===== src/rtl/fir4_inv_rec_if.sv =====
// Sample bus for the inverse moving-sum reconstructor: sum stream in, samples out.
// The master drives sums and resync; the slave returns samples and the error flag.
interface fir4_inv_rec_if #(
   parameter int unsigned w = 16
);
   logic [w+1:0] y;
   logic         y_valid;
   logic         resync;
   logic [w-1:0] x;
   logic         x_valid;
   logic         err;

   modport master (
      output y, y_valid, resync,
      input  x, x_valid, err
   );

   modport slave (
      input  y, y_valid, resync,
      output x, x_valid, err
   );
endinterface


===== src/rtl/fir4_inv_rec.sv =====
// Recursive inverse of the 4-tap moving sum: x[k] = y[k] - y[k-1] + x[k-4].
// Optional range checker with a sticky error state is built when FIR4_INV_ERRCHK_EN is defined.
module fir4_inv_rec #(
   parameter int unsigned w = 16
) (
   input  logic           clk,
   input  logic           reset,
   fir4_inv_rec_if.slave  bus
);

   typedef enum logic {
      RUN = 1'b0,
      ERR = 1'b1
   } state_t;

`ifdef FIR4_INV_ERRCHK_EN
   localparam int unsigned YW = w + 2;
   localparam int unsigned DW = w + 4;
`else
   // Without the checker only the low w bits of the difference matter.
   localparam int unsigned YW = w;
   localparam int unsigned DW = w;
`endif

   state_t         state, state_n;
   logic [YW-1:0]  yprev, yprev_n;
   logic [w-1:0]   h   [4];
   logic [w-1:0]   h_n [4];
   logic [w-1:0]   x_r, x_n;
   logic           xv_r, xv_n;
   logic [DW-1:0]  d;
   logic           bad;

`ifdef FIR4_INV_ERRCHK_EN
   logic           err_r, err_n;

   assign d   = {2'b00, bus.y} - {2'b00, yprev} + {4'b0000, h[3]};
   assign bad = d[DW-1] | (|d[DW-2:w]);
   assign bus.err = err_r;
`else
   assign d   = bus.y[w-1:0] - yprev + h[3];
   assign bad = 1'b0;
   assign bus.err = 1'b0;
`endif

   assign bus.x       = x_r;
   assign bus.x_valid = xv_r;

   always_comb begin
      state_n = state;
      yprev_n = yprev;
      h_n     = h;
      x_n     = x_r;
      xv_n    = 1'b0;
`ifdef FIR4_INV_ERRCHK_EN
      err_n   = err_r;
`endif
      if (bus.resync) begin
         state_n = RUN;
         yprev_n = '0;
         h_n     = '{default: '0};
         x_n     = '0;
`ifdef FIR4_INV_ERRCHK_EN
         err_n   = 1'b0;
`endif
      end else if (bus.y_valid && state == RUN) begin
         if (bad) begin
            // Offending sample is dropped; outputs and history keep pre-error values.
            state_n = ERR;
`ifdef FIR4_INV_ERRCHK_EN
            err_n   = 1'b1;
`endif
         end else begin
            x_n     = d[w-1:0];
            xv_n    = 1'b1;
            yprev_n = bus.y[YW-1:0];
            h_n[3]  = h[2];
            h_n[2]  = h[1];
            h_n[1]  = h[0];
            h_n[0]  = d[w-1:0];
         end
      end
   end

   always_ff @(posedge clk or posedge reset) begin
      if (reset) begin
         state <= RUN;
         yprev <= '0;
         for (int unsigned i = 0; i < 4; i++) h[i] <= '0;
         x_r   <= '0;
         xv_r  <= 1'b0;
`ifdef FIR4_INV_ERRCHK_EN
         err_r <= 1'b0;
`endif
      end else begin
         state <= state_n;
         yprev <= yprev_n;
         for (int unsigned i = 0; i < 4; i++) h[i] <= h_n[i];
         x_r   <= x_n;
         xv_r  <= xv_n;
`ifdef FIR4_INV_ERRCHK_EN
         err_r <= err_n;
`endif
      end
   end

endmodule


===== src/flat_wrapper.sv =====
// flat-port wrapper written by rule: the top's interface ports become plain ports
module fir4_inv_rec_flat 
#(
   parameter int unsigned w = 16
)
  (clk, reset, bus_y, bus_y_valid, bus_resync, bus_x, bus_x_valid, bus_err);
  fir4_inv_rec_if #(.w(w)) bus_i ();
  input  logic clk;
  input  logic reset;
  input wire logic [$bits(bus_i.y)-1:0] bus_y;
  input wire logic [$bits(bus_i.y_valid)-1:0] bus_y_valid;
  input wire logic [$bits(bus_i.resync)-1:0] bus_resync;
  output wire logic [$bits(bus_i.x)-1:0] bus_x;
  output wire logic [$bits(bus_i.x_valid)-1:0] bus_x_valid;
  output wire logic [$bits(bus_i.err)-1:0] bus_err;
  assign bus_i.y = bus_y;
  assign bus_i.y_valid = bus_y_valid;
  assign bus_i.resync = bus_resync;
  assign bus_x = bus_i.x;
  assign bus_x_valid = bus_i.x_valid;
  assign bus_err = bus_i.err;
  fir4_inv_rec #(.w(w)) u_core (.clk(clk), .reset(reset), .bus(bus_i));
endmodule

===== config.mk =====
export PLATFORM = sky130hd
export DESIGN_NAME = fir4_inv_rec_flat
export DESIGN_NICKNAME = d
export VERILOG_FILES = /design/src/rtl/fir4_inv_rec_if.sv /design/src/rtl/fir4_inv_rec.sv /design/src/flat_wrapper.sv
export SDC_FILE = /design/constraint.sdc
export NUM_CORES = 1
export LEC_CHECK = 0
export CORE_UTILIZATION = 51
export DETAILED_ROUTE_END_ITERATION = 10
export DONT_BUFFER_PORTS = 1
export GPL_TIMING_DRIVEN = 0
export PLACE_DENSITY = 0.64
export SLEW_MARGIN = 10
export SYNTH_ARGS = -nofsm -noshare
export SYNTH_HDL_FRONTEND = slang
export SYNTH_SLANG_ARGS = --single-unit

===== constraint.sdc =====
create_clock -name clk -period 2.8 [get_ports clk]
set_input_delay 0.42 -clock clk [delete_from_list [all_inputs] [get_ports clk]]
set_output_delay 0.42 -clock clk [all_outputs]
set_load 0.005 [all_outputs]

# --- Word-level counts from Yosys, hierarchy flattened ---
# Cells that the tools add are included.
classes:
  addsub: 2
  muxes: 8
  reduce_logical: 1
ops:
  columns: ["op", "count"]
  rows:
  - ["64-bit two-way mux", 2]
  - ["16-bit two-way mux", 4]
  - ["16-bit adder", 1]
  - ["16-bit subtractor", 1]
  - ["1-bit two-way mux", 2]
  - ["2-bit nonzero test", 1]
word_totals:
  ff_bits: 97
  input_bits: 22
  output_inout_bits: 18

# --- Depth between registers and ports, before layout ---
depth:
  depth_word: 4
  ltp_mapped: 12

# --- Worst setup path after synthesis ---
# No wires, ideal clock.
synth_path:
  kind: "input -> register"
  from: "input bus_y[8]"
  to: "register u_core.h[63] in the netlist's numbering"
  arrival_ns: 2.517
  t_required_ns: 2.706
  path_slack_ns: 0.189
  stages: 10
  n_path_buf: 0
  cell_sequence: "inv_1 fa_1 inv_1 ha_1 a21o_1 a221o_1 a31oi_2 o21ai_1 xnor2_1 a211oi_1"
synth_via:
  elab_chain_cells: 4
synth_rtl:
  columns: ["element", "line", "text"]
  rows:
  - ["start, declared", "flat_wrapper.sv:10", "input wire logic [$bits(bus_i.y)-1:0] bus_y;"]
  - ["16-bit subtractor", "fir4_inv_rec.sv:41", "assign d = bus.y[w-1:0] - yprev + h[3];"]
  - ["16-bit adder", "fir4_inv_rec.sv:41", null]
  - ["64-bit two-way mux", "fir4_inv_rec.sv:66", "end else if (bus.y_valid && state == RUN) begin"]
  - ["64-bit two-way mux", "fir4_inv_rec.sv:58", "if (bus.resync) begin"]
  - ["end, declared", "fir4_inv_rec.sv:27", "logic [w-1:0] h [4];"]
# Every way passes these cells. The select of a mux whose other input is x is not followed.
# A chain may end at the register's enable or synchronous reset.

# --- Worst setup path after layout ---
layout_path:
  from: "register u_core.h[9] in the netlist's numbering"
  to: "register u_core.x_r[13], in the netlist u_core.bus.x[13]"
layout_via:
  elab_chain_cells: 3
layout_rtl:
  columns: ["element", "line", "text"]
  rows:
  - ["16-bit adder", "fir4_inv_rec.sv:41", null]
  - ["16-bit two-way mux", "fir4_inv_rec.sv:66", null]
  - ["16-bit two-way mux", "fir4_inv_rec.sv:58", null]
  - ["end signal, assigned", "fir4_inv_rec.sv:99", "x_r <= x_n;"]
  - ["end, declared", "fir4_inv_rec.sv:29", "logic [w-1:0] x_r, x_n;"]
# Every way passes these cells. The select of a mux whose other input is x is not followed.

==> flow_results.xml <==
<?xml version="1.0" encoding="UTF-8"?>
<metrics>
  <group name="status">
    <metric name="result_of_the_run" unit="">finished, final reports clean</metric>
  </group>
  <group name="sta">
    <metric name="finalWorstSetupSlack" unit="ps">149</metric>
    <metric name="setup_viol" unit="">0</metric>
    <metric name="tns" unit="ps">0</metric>
    <metric name="fin_skew" unit="ps">6.73</metric>
    <metric name="worst-slew-pin-transition" unit="ps">696</metric>
    <metric name="timing_max_transition_violations_final" unit="">0</metric>
    <metric name="fmax" unit="GHz">0.377</metric>
    <metric name="relSlewSlack" unit="">0.536</metric>
    <metric name="period_share" unit="">0.947</metric>
    <metric name="finalHoldViolations" unit="">0</metric>
    <metric name="shortest_period_the_worst_path_allows" unit="ps">2650</metric>
  </group>
  <group name="cts">
    <metric name="num_clock_sinks" unit="">81</metric>
    <metric name="clockRootBuffer" unit="">sky130_fd_sc_hd__clkbuf_8</metric>
    <metric name="worst_setup_hold_path_clk_slew" unit="ps">80</metric>
    <metric name="worst_skew_pair.late_latency" unit="ps">360</metric>
    <metric name="cts-buffers-inserted" unit="">9</metric>
    <metric name="tritoncts" unit="">built</metric>
    <metric name="h_tree_level_count" unit="">3</metric>
    <metric name="clk_path_buf_depth" unit="">2</metric>
  </group>
  <group name="floorplan">
    <metric name="die_w" unit="µm">96.8</metric>
    <metric name="num_io_pins" unit="">40</metric>
    <metric name="start_util" unit="">0.526</metric>
    <metric name="core-area" unit="µm²">8720</metric>
    <metric name="overall_die_area" unit="µm²">9380</metric>
    <metric name="floorplan.rows" unit="">34</metric>
    <metric name="die_h" unit="µm">96.8</metric>
  </group>
  <group name="placed_design">
    <metric name="detailedPlacementHpwl" unit="mm">6.90</metric>
    <metric name="dpl_worst_slack" unit="ps">-29.7</metric>
    <metric name="placed_area" unit="µm²">4750</metric>
    <metric name="numPortBuffers" unit="">0</metric>
    <metric name="globalplace.congestion" unit="">0.812</metric>
  </group>
  <group name="flow_run">
    <metric name="maxCapViolations" unit="">0</metric>
  </group>
  <group name="drt">
    <metric name="drt_pre_antenna_iters" unit="">4</metric>
    <metric name="wl_per_cell" unit="µm">16.4</metric>
    <metric name="routed_via_density" unit="">5.24</metric>
    <metric name="dr.first_iter.drc_count" unit="">89</metric>
    <metric name="drc" unit="">0</metric>
    <metric name="detailroute.via_count" unit="">3005</metric>
    <metric name="antenna_left" unit="">0</metric>
    <metric name="postRouteWirelength" unit="mm">9.42</metric>
  </group>
  <group name="yosys">
    <metric name="synth_sequential_area_ratio" unit="">0.442</metric>
    <metric name="number_of_enable_type_register_cells_in_the_synthesized_netlist" unit="">0</metric>
    <metric name="ys.warnings.count" unit="">0</metric>
    <metric name="post_synth_top_area_cell" unit="">sky130_fd_sc_hd__dfrtp_1</metric>
    <metric name="postSynthAreaPerCell" unit="µm²">10.2</metric>
    <metric name="synth_top_cells_by_area" unit="">sky130_fd_sc_hd__dfrtp_1, sky130_fd_sc_hd__mux2i_1, sky130_fd_sc_hd__fa_1, sky130_fd_sc_hd__nor2_1, sky130_fd_sc_hd__inv_1</metric>
    <metric name="async_flop_share" unit="">1.00</metric>
    <metric name="netlist-cell-type-count" unit="">47</metric>
    <metric name="synth_area" unit="µm²">4590</metric>
    <metric name="area_share_of_the_largest_cell_type_after_synthesis" unit="">0.442</metric>
    <metric name="synth-seq-cells" unit="">81</metric>
    <metric name="synth_cells" unit="">448</metric>
    <metric name="synth_flop_cell" unit="">sky130_fd_sc_hd__dfrtp_1</metric>
    <metric name="synth.net_count" unit="">501</metric>
  </group>
  <group name="layout">
    <metric name="antenna-diode-count" unit="">0</metric>
    <metric name="nFillCells" unit="">759</metric>
    <metric name="syn2layout_area_growth" unit="%">8.95</metric>
    <metric name="final_layout_size_suffix_gt1_frac" unit="">0.120</metric>
    <metric name="final_cell_area" unit="µm²">5000</metric>
    <metric name="final_nets" unit="">514</metric>
  </group>
  <group name="global_route">
    <metric name="grt_start_max_net_pins" unit="">52</metric>
    <metric name="grt_usage" unit="">0.223</metric>
    <metric name="grt_remaining_overflow" unit="">0</metric>
    <metric name="wire_length_of_the_first_global_routing_pass" unit="mm">16.2</metric>
    <metric name="initial_antenna_violation_count" unit="">0</metric>
    <metric name="first_global_vias" unit="">3128</metric>
  </group>
  <group name="power">
    <metric name="p_per_area" unit="nW/µm²">562</metric>
    <metric name="power_leakage" unit="nW">2.61</metric>
    <metric name="power.ir.vdd_worst" unit="mV">0.359</metric>
  </group>
  <group name="worst_setup_path">
    <metric name="max_stage_delay" unit="ps">490</metric>
    <metric name="critPathTopFamily" unit="">compound AO/OA/AOI/OAI gates</metric>
    <metric name="ordered_cell_list_for_the_critical_path" unit="">inv_1, fa_1, inv_1, ha_1, and2_1, a221o_1, a31oi_4, o21ai_1, xnor2_1, a211oi_2</metric>
    <metric name="rr_worst_depth" unit="">10</metric>
    <metric name="critical_path.startpoint_type" unit="">flip-flop</metric>
    <metric name="crit_top_cell" unit="">sky130_fd_sc_hd__inv_1</metric>
    <metric name="worstSetupPathDepth" unit="">10</metric>
    <metric name="endpoint_type_of_the_worst_setup_path" unit="">flip-flop</metric>
    <metric name="critical_path_peak_fanout" unit="">5</metric>
    <metric name="critical_path_required" unit="ps">3070</metric>
    <metric name="timing.critical_path.arrival" unit="ps">2920</metric>
    <metric name="cp.buffers_inverters" unit="">2</metric>
    <metric name="slowest_stage" unit="">sky130_fd_sc_hd__fa_1</metric>
    <metric name="crit_type" unit="">flip-flop to flip-flop</metric>
  </group>
  <group name="min_path">
    <metric name="holdCritPathClass" unit="">primary input to flip-flop</metric>
    <metric name="min_path_cells" unit="">1</metric>
  </group>
</metrics>
## worst register-to-register path: cells and delay by family, from the launching register on
kind / cells / cell delay (ps)
xor+xnor: 1 / 150
flops: 1 / 370
buf+inv: 2 / 100
simple gates: 1 / 210
fa+ha+maj: 2 / 840
compound gates: 4 / 900
## area by class of cell
class,instances,area (µm²),area share
Clock buffer,11,141,0.0283
Timing Repair Buffer,2,37.5,0.00751
Clock inverter,5,55.1,0.0110
Sequential cell,81,2030,0.406
Multi-Input combinational cell,266,2140,0.429
Tap cell,108,135,0.0270
Buffer,36,211,0.0423
Inverter,65,246,0.0493
## final timing paths
kind | from | endpoint | slack (ps)
setup / recovery | u_core.h[9] | u_core.bus.x[13] | 150
hold / removal | bus_resync | u_core.bus.x_valid | 180
setup reg to reg | u_core.h[9] | u_core.bus.x[13] | 150
hold reg to reg | u_core.h[31] | u_core.h[15] | 530
max in group asynchronous | reset | u_core.h[5] | 1670
min in group asynchronous | reset | u_core.h[33] | 540
## repair_timing
action | in CTS | in global routing
gates resized for setup | 0 | 10
hold endpoints to repair | 30 | 0
buffers inserted | 0 | 0
setup endpoints to repair | 0 | 6
hold buffers | 1 | 0
## where the power goes
| part | internal, W | total, W | switching [W] | leakage [nW] |
|---|---|---|---|---|
| logic | 0.000288 | 0.000636 | 0.000348 | 1.42 |
| clock network | 0.000434 | 0.000873 | 0.000439 | 0.0953 |
| registers | 0.00124 | 0.00130 | 0.0000590 | 1.10 |
## cells by family after synthesis
| family | synth area share |
|---|---|
| and+or+nand+nor | 0.0979 |
| xor gates and xnor gates | 0.0229 |
| DFF | 0.442 |
| other | 0.000818 |
| AOI/OAI and AO/OA | 0.0687 |
| muxes | 0.159 |
| buffers and inverters | 0.0993 |
| adders and majority gates | 0.109 |
## cell usage in the layout (no fill, tap or decap), types with 2 or more instances in the layout
cell and n:
sky130_fd_sc_hd__a211oi_1 2, sky130_fd_sc_hd__a21o_1 4, sky130_fd_sc_hd__a21oi_1 12, sky130_fd_sc_hd__a21oi_2 2, sky130_fd_sc_hd__and2_1 2, sky130_fd_sc_hd__and3_1 2
sky130_fd_sc_hd__buf_1 6, sky130_fd_sc_hd__buf_2 10, sky130_fd_sc_hd__buf_4 17, sky130_fd_sc_hd__clkbuf_1 4, sky130_fd_sc_hd__clkbuf_8 10, sky130_fd_sc_hd__clkinv_2 2
sky130_fd_sc_hd__clkinvlp_4 2, sky130_fd_sc_hd__dfrtp_1 81, sky130_fd_sc_hd__fa_1 15, sky130_fd_sc_hd__ha_1 14, sky130_fd_sc_hd__ha_2 2, sky130_fd_sc_hd__inv_1 64
sky130_fd_sc_hd__mux2i_1 73, sky130_fd_sc_hd__nand2_1 5, sky130_fd_sc_hd__nor2_1 80, sky130_fd_sc_hd__nor2b_1 2, sky130_fd_sc_hd__nor3_1 4, sky130_fd_sc_hd__o211ai_1 2
sky130_fd_sc_hd__o21ai_0 2, sky130_fd_sc_hd__o21ai_1 4, sky130_fd_sc_hd__o21bai_1 2, sky130_fd_sc_hd__xnor2_1 11
## sequential cells by signal (all words and copies together) (netlist names)
signal and cells:
u_core.h 49, u_core.bus.x 15, u_core.yprev 16, u_core.bus.x_valid 1
## layer usage
layer,global-route usage,up-vias,wire (µm)
met5,0,-,0
met4,0.0804,0,169
li1,-,1461,-
met1,0.315,1487,4530
met2,0.347,44,4460
met3,0.0361,13,262
## through the flow
stage | utilization | total power (W) | instances | hold slack, ps
after floorplan | - | 0.00180 | 448 | 486
after global routing | 0.573 | 0.00296 | 574 | 171
final | 0.573 | 0.00281 | 574 | 183
after CTS | 0.569 | 0.00282 | 574 | 160
after detailed placement | 0.545 | 0.00194 | 557 | 320
after global placement | 0.541 | 0.00192 | 556 | 500
## cell usage after synthesis, drive strengths merged, types with 2 or more instances
cell	n
nand2	5
clkbuf	3
o21bai	2
fa	15
and4	2
ha	16
dfrtp	81
a21o	4
mux2i	73
and3	2
buf	33
nor2b	3
and2	2
inv	65
a211oi	4
o211ai	3
nor2	80
xnor2	11
a21oi	14
o21ai	7
nor3	4
Note: power is estimated with default switching activity, not from simulation.
